--- src/rtl/muldiv_unit.sv ---
// Multi-cycle integer multiply/divide unit with architectural HI/LO registers.
// Radix-2 shift-add multiply and restoring shift-subtract divide on operand
// magnitudes, followed by a one-cycle sign fixup that writes HI/LO.
module muldiv_unit #(
  parameter int WIDTH = 32
) (
  input  logic             CLK,
  input  logic             RST,
  input  logic             start,
  input  logic [1:0]       op,
  input  logic [WIDTH-1:0] op1,
  input  logic [WIDTH-1:0] op2,
  input  logic             abort,
  input  logic             hi_we,
  input  logic             lo_we,
  input  logic [WIDTH-1:0] wdata,
  output logic             busy,
  output logic             done,
  output logic [WIDTH-1:0] hi,
  output logic [WIDTH-1:0] lo
);

  localparam int CW = $clog2(WIDTH + 1);

  typedef enum logic [1:0] {
    IDLE,
    CALC,
    FIX
  } state_e;

  state_e             state_q, state_d;
  logic [CW-1:0]      cnt_q, cnt_d;       // remaining radix-2 steps
  logic [2*WIDTH-1:0] acc_q, acc_d;       // product, or {remainder, quotient}
  logic [WIDTH-1:0]   dvs_q, dvs_d;       // multiplicand / divisor magnitude
  logic [WIDTH-1:0]   op1_q, op1_d;       // raw dividend, returned on divide by zero
  logic               is_div_q, is_div_d;
  logic               div0_q, div0_d;
  logic               neg_q, neg_d;       // product / quotient must be negated
  logic               neg_rem_q, neg_rem_d;
  logic [WIDTH-1:0]   hi_q, hi_d;
  logic [WIDTH-1:0]   lo_q, lo_d;
  logic               done_q, done_d;

  // Operand conditioning and one radix-2 step of each algorithm.
  logic               accept;
  logic               a_neg, b_neg;
  logic [WIDTH-1:0]   a_mag, b_mag;
  logic [WIDTH:0]     mul_sum;
  logic [2*WIDTH-1:0] mul_next;
  logic [WIDTH:0]     rem_sh, diff;
  logic [2*WIDTH-1:0] div_next;
  logic [2*WIDTH-1:0] prod_fix;
  logic [WIDTH-1:0]   quot_fix, rem_fix;

  // Datapath arithmetic shared by the state machine below.
  always_comb begin
    accept   = (state_q == IDLE) && start && !abort;
    // op[0]=0 selects the signed variants (MULT, DIV).
    a_neg    = !op[0] && op1[WIDTH-1];
    b_neg    = !op[0] && op2[WIDTH-1];
    a_mag    = a_neg ? (~op1 + 1'b1) : op1;
    b_mag    = b_neg ? (~op2 + 1'b1) : op2;

    // Shift-add: the multiplier sits in the low half and is consumed LSB first.
    mul_sum  = {1'b0, acc_q[2*WIDTH-1:WIDTH]} + (acc_q[0] ? {1'b0, dvs_q} : '0);
    mul_next = {mul_sum, acc_q[WIDTH-1:1]};

    // Restoring divide: the dividend shifts out of the low half into the remainder.
    rem_sh   = acc_q[2*WIDTH-1:WIDTH-1];
    diff     = rem_sh - {1'b0, dvs_q};
    div_next = diff[WIDTH] ? {rem_sh[WIDTH-1:0], acc_q[WIDTH-2:0], 1'b0}
                           : {diff[WIDTH-1:0],   acc_q[WIDTH-2:0], 1'b1};

    prod_fix = neg_q     ? (~acc_q + 1'b1) : acc_q;
    quot_fix = neg_q     ? (~acc_q[WIDTH-1:0] + 1'b1) : acc_q[WIDTH-1:0];
    rem_fix  = neg_rem_q ? (~acc_q[2*WIDTH-1:WIDTH] + 1'b1) : acc_q[2*WIDTH-1:WIDTH];
  end

  // Next-state and register update logic.
  always_comb begin
    // NOTE: every signal gets a default first so no path leaves it unassigned
    // and infers a latch.
    state_d   = state_q;
    cnt_d     = cnt_q;
    acc_d     = acc_q;
    dvs_d     = dvs_q;
    op1_d     = op1_q;
    is_div_d  = is_div_q;
    div0_d    = div0_q;
    neg_d     = neg_q;
    neg_rem_d = neg_rem_q;
    hi_d      = hi_q;
    lo_d      = lo_q;
    done_d    = 1'b0;

    unique case (state_q)
      IDLE: begin
        if (accept) begin
          state_d   = CALC;
          cnt_d     = CW'(WIDTH);
          is_div_d  = op[1];
          div0_d    = op[1] && (op2 == '0);
          neg_d     = a_neg ^ b_neg;
          neg_rem_d = a_neg;
          op1_d     = op1;
          dvs_d     = op[1] ? b_mag : a_mag;
          acc_d     = {{WIDTH{1'b0}}, (op[1] ? a_mag : b_mag)};
        end else if (!start) begin
          // MTHI/MTLO only when no start is pending this cycle.
          if (hi_we) hi_d = wdata;
          if (lo_we) lo_d = wdata;
        end
      end
      CALC: begin
        if (abort) begin
          state_d = IDLE;
        end else begin
          acc_d = is_div_q ? div_next : mul_next;
          cnt_d = cnt_q - 1'b1;
          if (cnt_q == CW'(1)) state_d = FIX;
        end
      end
      FIX: begin
        state_d = IDLE;
        if (!abort) begin
          done_d = 1'b1;
          if (!is_div_q) begin
            {hi_d, lo_d} = prod_fix;
          end else if (div0_q) begin
            hi_d = op1_q;
            lo_d = '1;
          end else begin
            hi_d = rem_fix;
            lo_d = quot_fix;
          end
        end
      end
      default: state_d = IDLE;
    endcase
  end

  // State and datapath registers; reset clears everything including HI/LO.
  always_ff @(posedge CLK or posedge RST) begin
    if (RST) begin
      state_q   <= IDLE;
      cnt_q     <= '0;
      acc_q     <= '0;
      dvs_q     <= '0;
      op1_q     <= '0;
      is_div_q  <= 1'b0;
      div0_q    <= 1'b0;
      neg_q     <= 1'b0;
      neg_rem_q <= 1'b0;
      hi_q      <= '0;
      lo_q      <= '0;
      done_q    <= 1'b0;
    end else begin
      // NOTE: non-blocking assignments so every flop samples pre-edge values.
      state_q   <= state_d;
      cnt_q     <= cnt_d;
      acc_q     <= acc_d;
      dvs_q     <= dvs_d;
      op1_q     <= op1_d;
      is_div_q  <= is_div_d;
      div0_q    <= div0_d;
      neg_q     <= neg_d;
      neg_rem_q <= neg_rem_d;
      hi_q      <= hi_d;
      lo_q      <= lo_d;
      done_q    <= done_d;
    end
  end

  assign busy = (state_q != IDLE);
  assign done = done_q;
  assign hi   = hi_q;
  assign lo   = lo_q;

endmodule

--- config.mk ---
export PLATFORM = sky130hd
export DESIGN_NAME = muldiv_unit
export DESIGN_NICKNAME = d
export VERILOG_FILES = /design/src/rtl/muldiv_unit.sv
export SDC_FILE = /design/constraint.sdc
export NUM_CORES = 1
export LEC_CHECK = 0
export CORE_MARGIN = 5
export CORE_UTILIZATION = 50
export CTS_CLUSTER_DIAMETER = 40
export CTS_CLUSTER_SIZE = 8
export DETAILED_ROUTE_END_ITERATION = 6
export HOLD_SLACK_MARGIN = 0.12
export PLACE_DENSITY = 0.76
export SYNTH_ARGS = -nofsm -noshare
export SYNTH_HDL_FRONTEND = slang
export SYNTH_SLANG_ARGS = --single-unit
export TNS_END_PERCENT = 5
--- constraint.sdc ---
create_clock -name CLK -period 9.01 [get_ports CLK]
set_clock_uncertainty 0.1 [all_clocks]
set_input_delay 2.2525 -clock CLK [delete_from_list [all_inputs] [get_ports CLK]]
set_output_delay 2.2525 -clock CLK [all_outputs]
set_load 0.01 [all_outputs]
# --- Yosys cells after proc, flatten, opt, wreduce, memory -nomap -nowiden ---
# Index checks and enable logic that the tools add are counted.
# W data, S select, Z words.
totals:
  output_inout_bits: 66
  in_bits: 104
  reg_bits: 205
  word_cells: 90
classes:
  bitwise: 6
  mux: 36
  eq_ne: 11
  reduce_logical: 17
  addsub: 8
op_table:
  columns: ["op", "count"]
  rows:
  - ["$mux W32", 19]
  - ["$mux W64", 5]
  - ["$add A32 B1 Y32 const B", 4]
  - ["$not A32 Y32", 4]
  - ["$pmux W32 S2", 2]
  - ["$pmux W64 S2", 1]
  - ["$add A64 B1 Y64 const B", 1]
  - ["$not A64 Y64", 1]
  - ["$add A32 B32 Y33", 1]
  - ["$sub A33 B32 Y33", 1]
  - ["$logic_not A32 Y1", 1]
  - ["$ne A2 B2 Y1 const B", 7]
  - ["$mux W6", 2]
  - ["$pmux W6 S2", 1]
  - ["$reduce_and A5 Y1", 2]
  - ["$eq A6 B1 Y1 const B", 1]
  - ["$mux W2", 3]
  - ["$reduce_bool A2 Y1", 3]
  - ["$sub A6 B1 Y6 const B", 1]
  - ["$logic_and A1 B1 Y1", 5]
  - ["$pmux W2 S2", 1]
  - ["$reduce_and A2 Y1", 2]
  - ["$ne A3 B3 Y1 const B", 1]
  - ["$reduce_and A3 Y1", 1]
  - ["6 further kinds", 8]

# --- Depth between registers and ports, before layout ---
# Gate-level depths: netlist (run 1).
depth:
  depth_word: 7
  ltp_mapped: 14
  ltp_nobuf: 13

# --- Worst setup path before layout (run 1) ---
# No wires, ideal clock.
synth_path:
  path_kind: "input-to-reg"
  from: "in op1[3]"
  to: "reg dvs_q[30]"
  t_required_ns: 8.779
  stages: 8
  setup_slack_ns: 4.282
  arrival_time_ns: 4.497
  setup_time_ns: 0.131
  path_buffers: 0
  cell_sequence: "or3_1 > nor3b_1 > nand3_1 > or4_1 > o41ai_1 > xor2_1 > and2_1 > o22ai_1"
synth_between:
  elab_chain_cells: 4
synth_lines:
  columns: ["item", "line", "rtl"]
  rows:
  - ["from (decl)", "11", "input logic [WIDTH-1:0] op1,"]
  - ["$not A32 Y32", "61", "a_mag = a_neg ? (~op1 + 1'b1) : op1;"]
  - ["$add A32 B1 Y32", "61", null]
  - ["$mux W32", "61", null]
  - ["$mux W32", "106", "dvs_d = op[1] ? b_mag : a_mag;"]
  - ["to (signal assigned)", "162", "dvs_q <= dvs_d;"]
  - ["to (decl)", "34", "logic [WIDTH-1:0] dvs_q, dvs_d;"]
# Every way passes these cells.
# A chain may end at the register's enable or synchronous reset.

# --- Worst setup path after layout (run 1) ---
layout_path:
  from: "in abort"
  to: "reg acc_q[29]"
layout_between:
  elab_chain_cells: 4
  elab_cells_between_ends: 5
  cone_classes: "eq/ne (2); reduce/logical (3)"
layout_lines:
  columns: ["item", "line", "rtl"]
  rows:
  - ["from (decl)", "13", "input logic abort,"]
  - ["$logic_not A1 Y1", null, null]
  - ["$logic_and A1 B1 Y1", "57", "accept = (state_q == IDLE) && start && !abort;"]
  - ["$ne A2 B2 Y1 (no line)", null, null]
  - ["$reduce_and A3 Y1 (no line) (*)", null, null]
  - ["to (signal assigned)", "147", "acc_q <= '0;"]
  - ["to (signal assigned)", "161", "acc_q <= acc_d;"]
  - ["to (decl)", "33", "logic [2*WIDTH-1:0] acc_q, acc_d;"]
# Mark *: on every way between the ends. The rest lies on a longest branch, timed or not.

==> results of run 1 <==
## registers in the layout (all words and copies together), names as in the netlist, 2 cells and up
register,count
acc_q,64
dvs_q,32
hi,32
lo,32
op1_q,32
cnt_q,6
state_q,2
## through the flow
| step | instance area, um2 | cells | power, mW | util (%) | hold WS, ns |
|---|---|---|---|---|---|
| after global routing | 20200 | 2824 | 6.75 | 60.1 | 0.400 |
| final | 20200 | 2824 | 6.37 | 60.1 | 0.379 |
| after floorplan | 17200 | 2269 | 3.81 | - | 0.337 |
| after CTS | 20200 | 2824 | 6.27 | 60.1 | 0.381 |
| after detailed placement | 19100 | 2763 | 4.91 | 56.6 | 0.368 |
| after global placement | 19100 | 2763 | 4.86 | 56.6 | 0.362 |
## layout make-up
class | count | area (um2) | area share [%]
timing repair buffer | 196 | 1890 | 9.33
inverter | 73 | 282 | 1.39
clock buffer | 51 | 1070 | 5.29
sequential | 205 | 5130 | 25.4
multi-input combinational | 1841 | 11200 | 55.3
clock inverter | 10 | 104 | 0.513
tap | 448 | 561 | 2.77
## per-layer routing
| layer | GRT usage, % | share of wire [%] |
|---|---|---|
| met1 | 47.9 | 42 |
| met4 | 12.1 | 4.2 |
| met5 | 0 | 0.0076 |
| met2 | 49.3 | 43 |
| met3 | 6.62 | 11 |
## cells in the final DEF (no fill, tap or decap), types with 70 or more instances in the layout
cell type | netlist | final
nand2_1 | 303 | 303
o21ai_0 | 226 | 226
nor2_1 | 208 | 206
a21oi_1 | 204 | 204
dfrtp_1 | 205 | 204
clkdlybuf4s50_1 | 0 | 168
xnor2_1 | 100 | 100
nand3_1 | 83 | 83
inv_1 | 73 | 72
ha_1 | 70 | 70
## path summary, 6_finish.rpt
kind / start / to
hold / removal: hi[15] / hi[15]
max in group asynchronous: RST / acc_q[14]
hold reg to reg: hi[15] / hi[15]
setup reg to reg: acc_q[0] / hi[18]
min in group asynchronous: RST / acc_q[44]
setup / recovery: abort / acc_q[29]
## logic make-up (layout without fill, tap and decap cells)
logic type	Yosys count	count (layout)	share of synthesized area [%]
muxes	54	54	3.25
xor gates and xnor gates	166	166	8.48
DFF	205	205	29.9
and+or+nand+nor	825	825	22.5
adders and majority gates	72	72	5.34
AOI/OAI and AO/OA	724	724	25.6
buffers and inverters	223	330	4.94
## critical path: stages
cell and delay [ns]:
clkdlybuf4s50_1 0.62, or3b_2 0.53, buf_4 0.36, nand2_1 0.71
buf_4 0.36, o21ai_0 0.13, a31oi_1 0.21, o31a_1 0.17
o22ai_1 0.08
## power groups by stage
stage / Combinational [mW] / Sequential, mW / Clock, mW
floorplan: 2.34 / 1.47 / 0
detailed placement: 3.18 / 1.73 / 0
finish: 3.27 / 1.75 / 1.34
CTS: 3.21 / 1.72 / 1.34
global placement: 3.14 / 1.72 / 0
global route: 3.59 / 1.77 / 1.39
==> flow_summary.toml, run 1 <==
[drt]
wirelength_mm = 65.6
vias = 18100
viasPerCell = 6.42
firstDrtPassIters = 6
drt_iter0_markers = 2360
final_antenna_net_count = 0
drc = 0
wl_per_cell_um = 23.2

[yosys]
seq_area_frac_synth_pct = 29.9
netlist_area_um2 = 17200
synth.area.top_cells = "dfrtp_1 (30%), nand2_1 (6.6%), o21ai_0 (6.6%)"
synth_edf_count = 0
syn_nets = 2445
syn_inst = 2269
async_flop_share_pct = 100
yosysTopAreaCellShare_pct = 29.9
yosys_warnings = 0
ys.flop_type = "dfrtp_1"
ys_types = 75
ys_ff_latch = 205
avgSynthCellArea_um2 = 7.56
ys_top_cells_by_count = "nand2_1 (303), o21ai_0 (226), nor2_1 (208), dfrtp_1 (205), a21oi_1 (204)"
yosysTopAreaCell = "dfrtp_1"
yosysMostFrequentCell = "nand2_1"

[global_route]
grt.overflow.total = 0
grt_pass1_vias = 16900
antenna_found_initial = 1
grt_max_degree = 108
grt_pass1_wl_mm = 100
grt_util_all_layers_pct = 33.1

[critical_path]
worstSetupStartpointType = "primary input"
rr_worst_depth = 10
path_class = "in -> reg"
required_ns = 9.30
end_kind = "flip-flop"
crit_path_max_fanout = 77
ff2ff_setup_slack_ns = 4.28
cp_data_arrival_time_ns = 5.45

[floorplanning]
initial_core_util_pct = 50.9
io-pin-count = 170
coreArea_um2 = 33700
die_y_um = 195
dieWidth_um = 195
die_area_um2 = 38100
fp-row-count = 67

[layout]
nets = 2532
diodes = 0
drive_gt1_share_pct = 5.43
fillCellCount = 3132
areaGrowthSynthToFinish_pct = 18.0

[cts]
cts_resized = 0
htree_levels = 2
cts_tree = "done"
clk_path_buf_depth = 3
cts_sinks = 205
post-cts-setup-buffers = 0
cts_made_buffers = 39
cts_hold_buf = 0
root_buffer = "clkbuf_16"
clkTransAtPathRegs_ns = 0.05
clk_latency_ns = 0.53

[sta]
min_period_ns = 5.16
drv_slew = 0
setup_viol = 0
finalSetupTns_ns = 0
grt_setup_unrepaired = "false"
slew_headroom_pct = 18.5
tightest_slew_ns = 1.22
post-route-period-util_pct = 57.3
fmax_ghz = 0.194
hold_viol_final = 0
postLayoutSetupSlackWorst_ns = 3.85

[placement]
place_congestion = 0.992
post-place-ws_ns = 3.38
detailed_place_hpwl_mm = 50.1
portBuffers = 169

[outcome]
status = "finished, final reports clean"

[power]
peakVddDrop_v = 0.000147
p_per_area_nw_per_um2 = 314
p_sw_share_pct = 46.5
p_leak_nw = 8.56
p_int_mw = 3.41
seqPwrFrac_pct = 27.6
share_comb_of_total_power_pct = 51.3
p_clk_share_pct = 21.1
p_sw_mw = 2.96

[job]
drv_cap = 0

[min_path]
hold_class = "reg -> reg"
hold_depth = 2
(Power assumes the default switching activity.)
==> run 2, diff against run 1 <==
- clock period: 9.01 -> 4.9 ns (I/O delays scaled with it)
==> run 2 against run 1 <==
  * Via count grew 2.2%
  * Critical path type is now reg -> reg
  * Die area is the same
  * Non-clock buffer count grew 45
  * Critical path depth grew 4
  * The run now ends with DRC left
  * Routed wire length grew 2.3%
  * Register-to-register slack lost 3.5 ns
  * Core utilization grew 1.6 points
==> flow_summary.toml, run 2 (synthesis gave the netlist of run 1 again) <==
[drt]
wl_per_cell_um = 23.3
wirelength_mm = 67.1
vias = 18500
viasPerCell = 6.45
drt_iter0_markers = 2423
drc = 7
firstDrtPassIters = 7
final_antenna_net_count = 0

[floorplanning]
coreArea_um2 = 33700
io-pin-count = 170
die_area_um2 = 38100
initial_core_util_pct = 50.9
die_y_um = 195
dieWidth_um = 195
fp-row-count = 67

[sta]
grt_setup_unrepaired = "false"
timing.hold.ws_ns = 0.378
post-route-period-util_pct = 84.1
postLayoutSetupSlackWorst_ns = 0.781
drv_slew = 0
slew_headroom_pct = 43.0
finalSetupTns_ns = 0
tightest_slew_ns = 0.855
fmax_ghz = 0.243
min_period_ns = 4.12
hold_viol_final = 0
setup_viol = 0

[outcome]
violations = "DRC"
status = "complete, but fails checks"

[layout]
final_common_cell = "nand2_1"
mostFrequentLayoutCells = "nand2_1 (303), o21ai_0 (226), nor2_1 (207)"
layoutNonFillerInstCount = 2875
nets = 2579
regMostFlops = "acc_q"
diodes = 0
areaGrowthSynthToFinish_pct = 21.2
fillCellCount = 3060
drive_gt1_share_pct = 7.42
largest_reg_flops = 64

[cts]
root_buffer = "clkbuf_16"
cts_resized = 0
cts_hold_buf = 0
cts_tree = "done"
cts_made_buffers = 41
post-cts-setup-buffers = 0
clk_latency_ns = 0.53
clk_path_buf_depth = 3
htree_levels = 2
clkTransAtPathRegs_ns = 0.05
cts_sinks = 205

[global_route]
grt_util_all_layers_pct = 33.8
grt_pass1_wl_mm = 103
grt_max_degree = 99
antenna_found_initial = 4
grt_pass1_vias = 17500
grt.overflow.total = 0

[critical_path]
cp_data_arrival_time_ns = 4.37
slowest_stage = "nor2_1"
worstSetupStartpointType = "flip-flop"
critical_path.max_stage_delay_ns = 0.52
crit_buf_inv = 2
crit_path_max_fanout = 16
end_kind = "flip-flop"
crit_chain = "inv_1, ha_1, fa_1, nand2b_1, a21o_1, a31o_2, o211ai_1, o211a_1, nor4_1, nor2_1, buf_4, mux2i_1, a31oi_1"
path_class = "reg -> reg"
critPathTopFamily = "compound AO/OA/AOI/OAI gates"
required_ns = 5.16

[placement]
detailed_place_hpwl_mm = 51.6
post-place-ws_ns = 0.568
portBuffers = 169
place_congestion = 1.03
numPlacedInstances = 2808

[min_path]
hold_class = "reg -> reg"

[job]
drv_cap = 0

[power]
total_power_mw = 12.2
p_leak_nw = 8.88
peakVddDrop_v = 0.000276
p_per_area_nw_per_um2 = 588
## run 2: stage by stage
step                utilization [%]  cell area, um2
finish                         61.7           20800
global route                   61.7           20800
CTS                            61.7           20800
detailed placement             57.7           19400
global placement               57.7           19400
floorplan                         -           17200
## run 2: power by group
group / internal (mW) / total [mW] / switching [mW]
combinational: 2.60 / 6.43 / 3.83
clock: 1.86 / 2.79 / 0.927
sequential: 2.21 / 3.00 / 0.791
## run 2: final timing paths
kind / slack, ns / start / cells past startpoint / to
setup / recovery: 0.78 / acc_q[31] / 13 / acc_q[61]
hold / removal: 0.38 / hi[0] / 2 / hi[0]
setup reg to reg: 0.78 / acc_q[31] / 13 / acc_q[61]
hold reg to reg: 0.38 / hi[0] / 2 / hi[0]
max in group asynchronous: 2.59 / RST / 3 / is_div_q
min in group asynchronous: 1.06 / RST / 2 / lo[6]
## run 2: layout make-up
cell class	instances	area, um2	area share (%)
clock buffer	55	1170	5.63
clock inverter	12	178	0.855
inverter	73	278	1.34
multi-input combinational	1841	11200	53.9
sequential	205	5130	24.7
tap	448	561	2.70
timing repair buffer	241	2260	10.9
## run 2: per-layer routing
layer | track usage [%] | share of wire [%]
met3 | 9.00 | 12
met2 | 51.0 | 43
met4 | 13.0 | 5.0
met1 | 46.6 | 40
met5 | 0 | 0.069
## run 2: worst min-delay path, stage by stage, from the launching register on
cell and delay (ns):
dfrtp_1 0.34, nand2_1 0.05, o21ai_0 0.06
==> run 3, diff against run 2 <==
- PLACE_DENSITY: 0.76 -> 0.79
- clock period: 4.9 -> 3.7 ns (I/O delays scaled with it)
==> run 3 against run 2 <==
  * Core utilization grew 4.1 points
  * Largest cell class unchanged
  * Maximum frequency grew 13%
  * Combinational power grew 55%
  * The run now ends clean
  * Power grew 41%
  * Critical path depth shrank 2
  * Register-to-register slack lost 0.73 ns
  * Sequential power grew 22%
  * Hold slack lost 0.0051 ns
  * Cell count grew 5.9%
  * Die area is the same
==> flow_summary.toml, run 3 (synthesis gave the netlist of run 1 again) <==
[layout]
final_common_cell = "nand2_1"
nets = 2743
final_area_um2 = 22200
mostFrequentLayoutCells = "nand2_1 (303), buf_4 (225), o21ai_0 (219)"
layoutNonFillerInstCount = 3045
fillCellCount = 2963
multi_input_area_um2 = 11300
seq_area_um2 = 5130
regMostFlops = "acc_q"
areaGrowthSynthToFinish_pct = 29.1
largest_reg_flops = 64
drive_gt1_share_pct = 14.2

[global_route]
grt.overflow.total = 0
grt_util_all_layers_pct = 35.6
grt_max_degree = 82
antenna_found_initial = 3
grt_pass1_wl_mm = 108
grt_pass1_vias = 18600

[critical_path]
slowest_stage = "or4_4"
worstSetupStartpointType = "flip-flop"
crit_chain = "or4_4, or4_1, buf_4, nor4_4, buf_4, nand2_1, o31ai_2, mux2i_1, a21oi_1, a21oi_1, o21ai_0"
ff2ff_setup_slack_ns = 0.06
crit_start = "acc_q[24]"
rr_worst_depth = 11
critical_path.max_stage_delay_ns = 0.58
required_ns = 3.98
cp-endpoint = "hi[27]"
worst-path-stages = 11
cp_data_arrival_time_ns = 3.92
end_kind = "flip-flop"
worst_r2r_endpoint = "hi[27]"
crit_buf_inv = 2
crit_path_max_fanout = 9
critPathTopFamily = "simple AND/OR/NAND/NOR gates"
path_class = "reg -> reg"
r2r-start = "acc_q[24]"

[cts]
root_buffer = "clkbuf_16"
cts_hold_buf = 0
clkTransAtPathRegs_ns = 0.05
clk_path_buf_depth = 3
cts_made_buffers = 43
clk_latency_ns = 0.54
htree_levels = 2
cts_sinks = 205
cts_tree = "done"

[floorplanning]
io-pin-count = 170
die_area_um2 = 38100
die_y_um = 195
dieWidth_um = 195
coreArea_um2 = 33700
fp-row-count = 67
initial_core_util_pct = 50.9

[placement]
detailed_place_hpwl_mm = 54.7
post-place-ws_ns = -0.240
portBuffers = 169
postPlaceCellArea_um2 = 20700
place_congestion = 1.03
numPlacedInstances = 2968

[sta]
timing.hold.ws_ns = 0.373
tightest_slew_ns = 0.902
slew_headroom_pct = 39.9
min_period_ns = 3.64
grt_setup_unrepaired = "true"
fmax_ghz = 0.274
postLayoutSetupSlackWorst_ns = 0.0557
finalSetupTns_ns = 0
drv_slew = 0
post-route-period-util_pct = 98.5
hold_viol_final = 0
setup_viol = 0

[drt]
drt_iter0_markers = 2460
vias = 19500
viasPerCell = 6.40
wl_per_cell_um = 23.1
final_antenna_net_count = 0
firstDrtPassIters = 6
wirelength_mm = 70.4
drc = 0

[power]
p_per_area_nw_per_um2 = 779
p_leak_nw = 9.67
peakVddDrop_v = 0.000410

[min_path]
hold_class = "reg -> reg"
hold_depth = 2

[outcome]
status = "finished, final reports clean"

[job]
drv_cap = 0
-- run 3: worst min path at each step --
stage	end	slack, ns	startpoint
finish	op1_q[5]	0.37	op1_q[5]
global route	lo[18]	0.39	lo[18]
CTS	op1_q[5]	0.37	op1_q[5]
detailed placement	op1_q[5]	0.36	op1_q[5]
global placement	op1_q[6]	0.36	op1_q[6]
floorplan	op1_q[27]	0.34	op1_q[27]
-- run 3: routing by layer --
| metal | part of all wire [%] | routed length, um | global-route usage (%) |
|---|---|---|---|
| met5 | 0.018 | 13 | 0 |
| met3 | 12 | 8420 | 7.91 |
| met1 | 40 | 27900 | 49.5 |
| met4 | 4.8 | 3340 | 13.9 |
| met2 | 44 | 30700 | 54.1 |
-- run 3: layout make-up --
cell class / count / area share [%]
diodes: 3 / 0.0339
clock buffers: 48 / 5.13
clock inverters: 24 / 0.983
inverters: 73 / 1.25
multi-input cells: 1841 / 51.0
flip-flops and latches: 205 / 23.2
well taps: 448 / 2.53
repair buffers: 403 / 15.9
-- run 3: power breakdown --
| part | internal, mW | switching [mW] | total, mW |
|---|---|---|---|
| registers | 2.93 | 0.718 | 3.65 |
| logic | 4.19 | 5.77 | 9.95 |
| clock network | 2.33 | 1.32 | 3.66 |
| total | 9.45 | 7.81 | 17.3 |
-- run 3: stage by stage --
step | total power [mW] | utilization, %
after global routing | 18.1 | 65.7
after CTS | 16.8 | 65.4
after detailed placement | 13.1 | 61.4
final | 17.3 | 65.7
after global placement | 12.9 | 61.4
after floorplan | 9.28 | -
-- run 3: worst min-delay path, delay by kind of cell (launching register included) --
| family | cells | cell delay [ns] |
|---|---|---|
| simple gates | 2 | 0.10 |
| flops | 1 | 0.34 |
-- run 3: repair_timing --
action / CTS / global route
resized for setup: 0 / 29
setup buffers: 0 / 2
setup endpoints to repair: 0 / 27
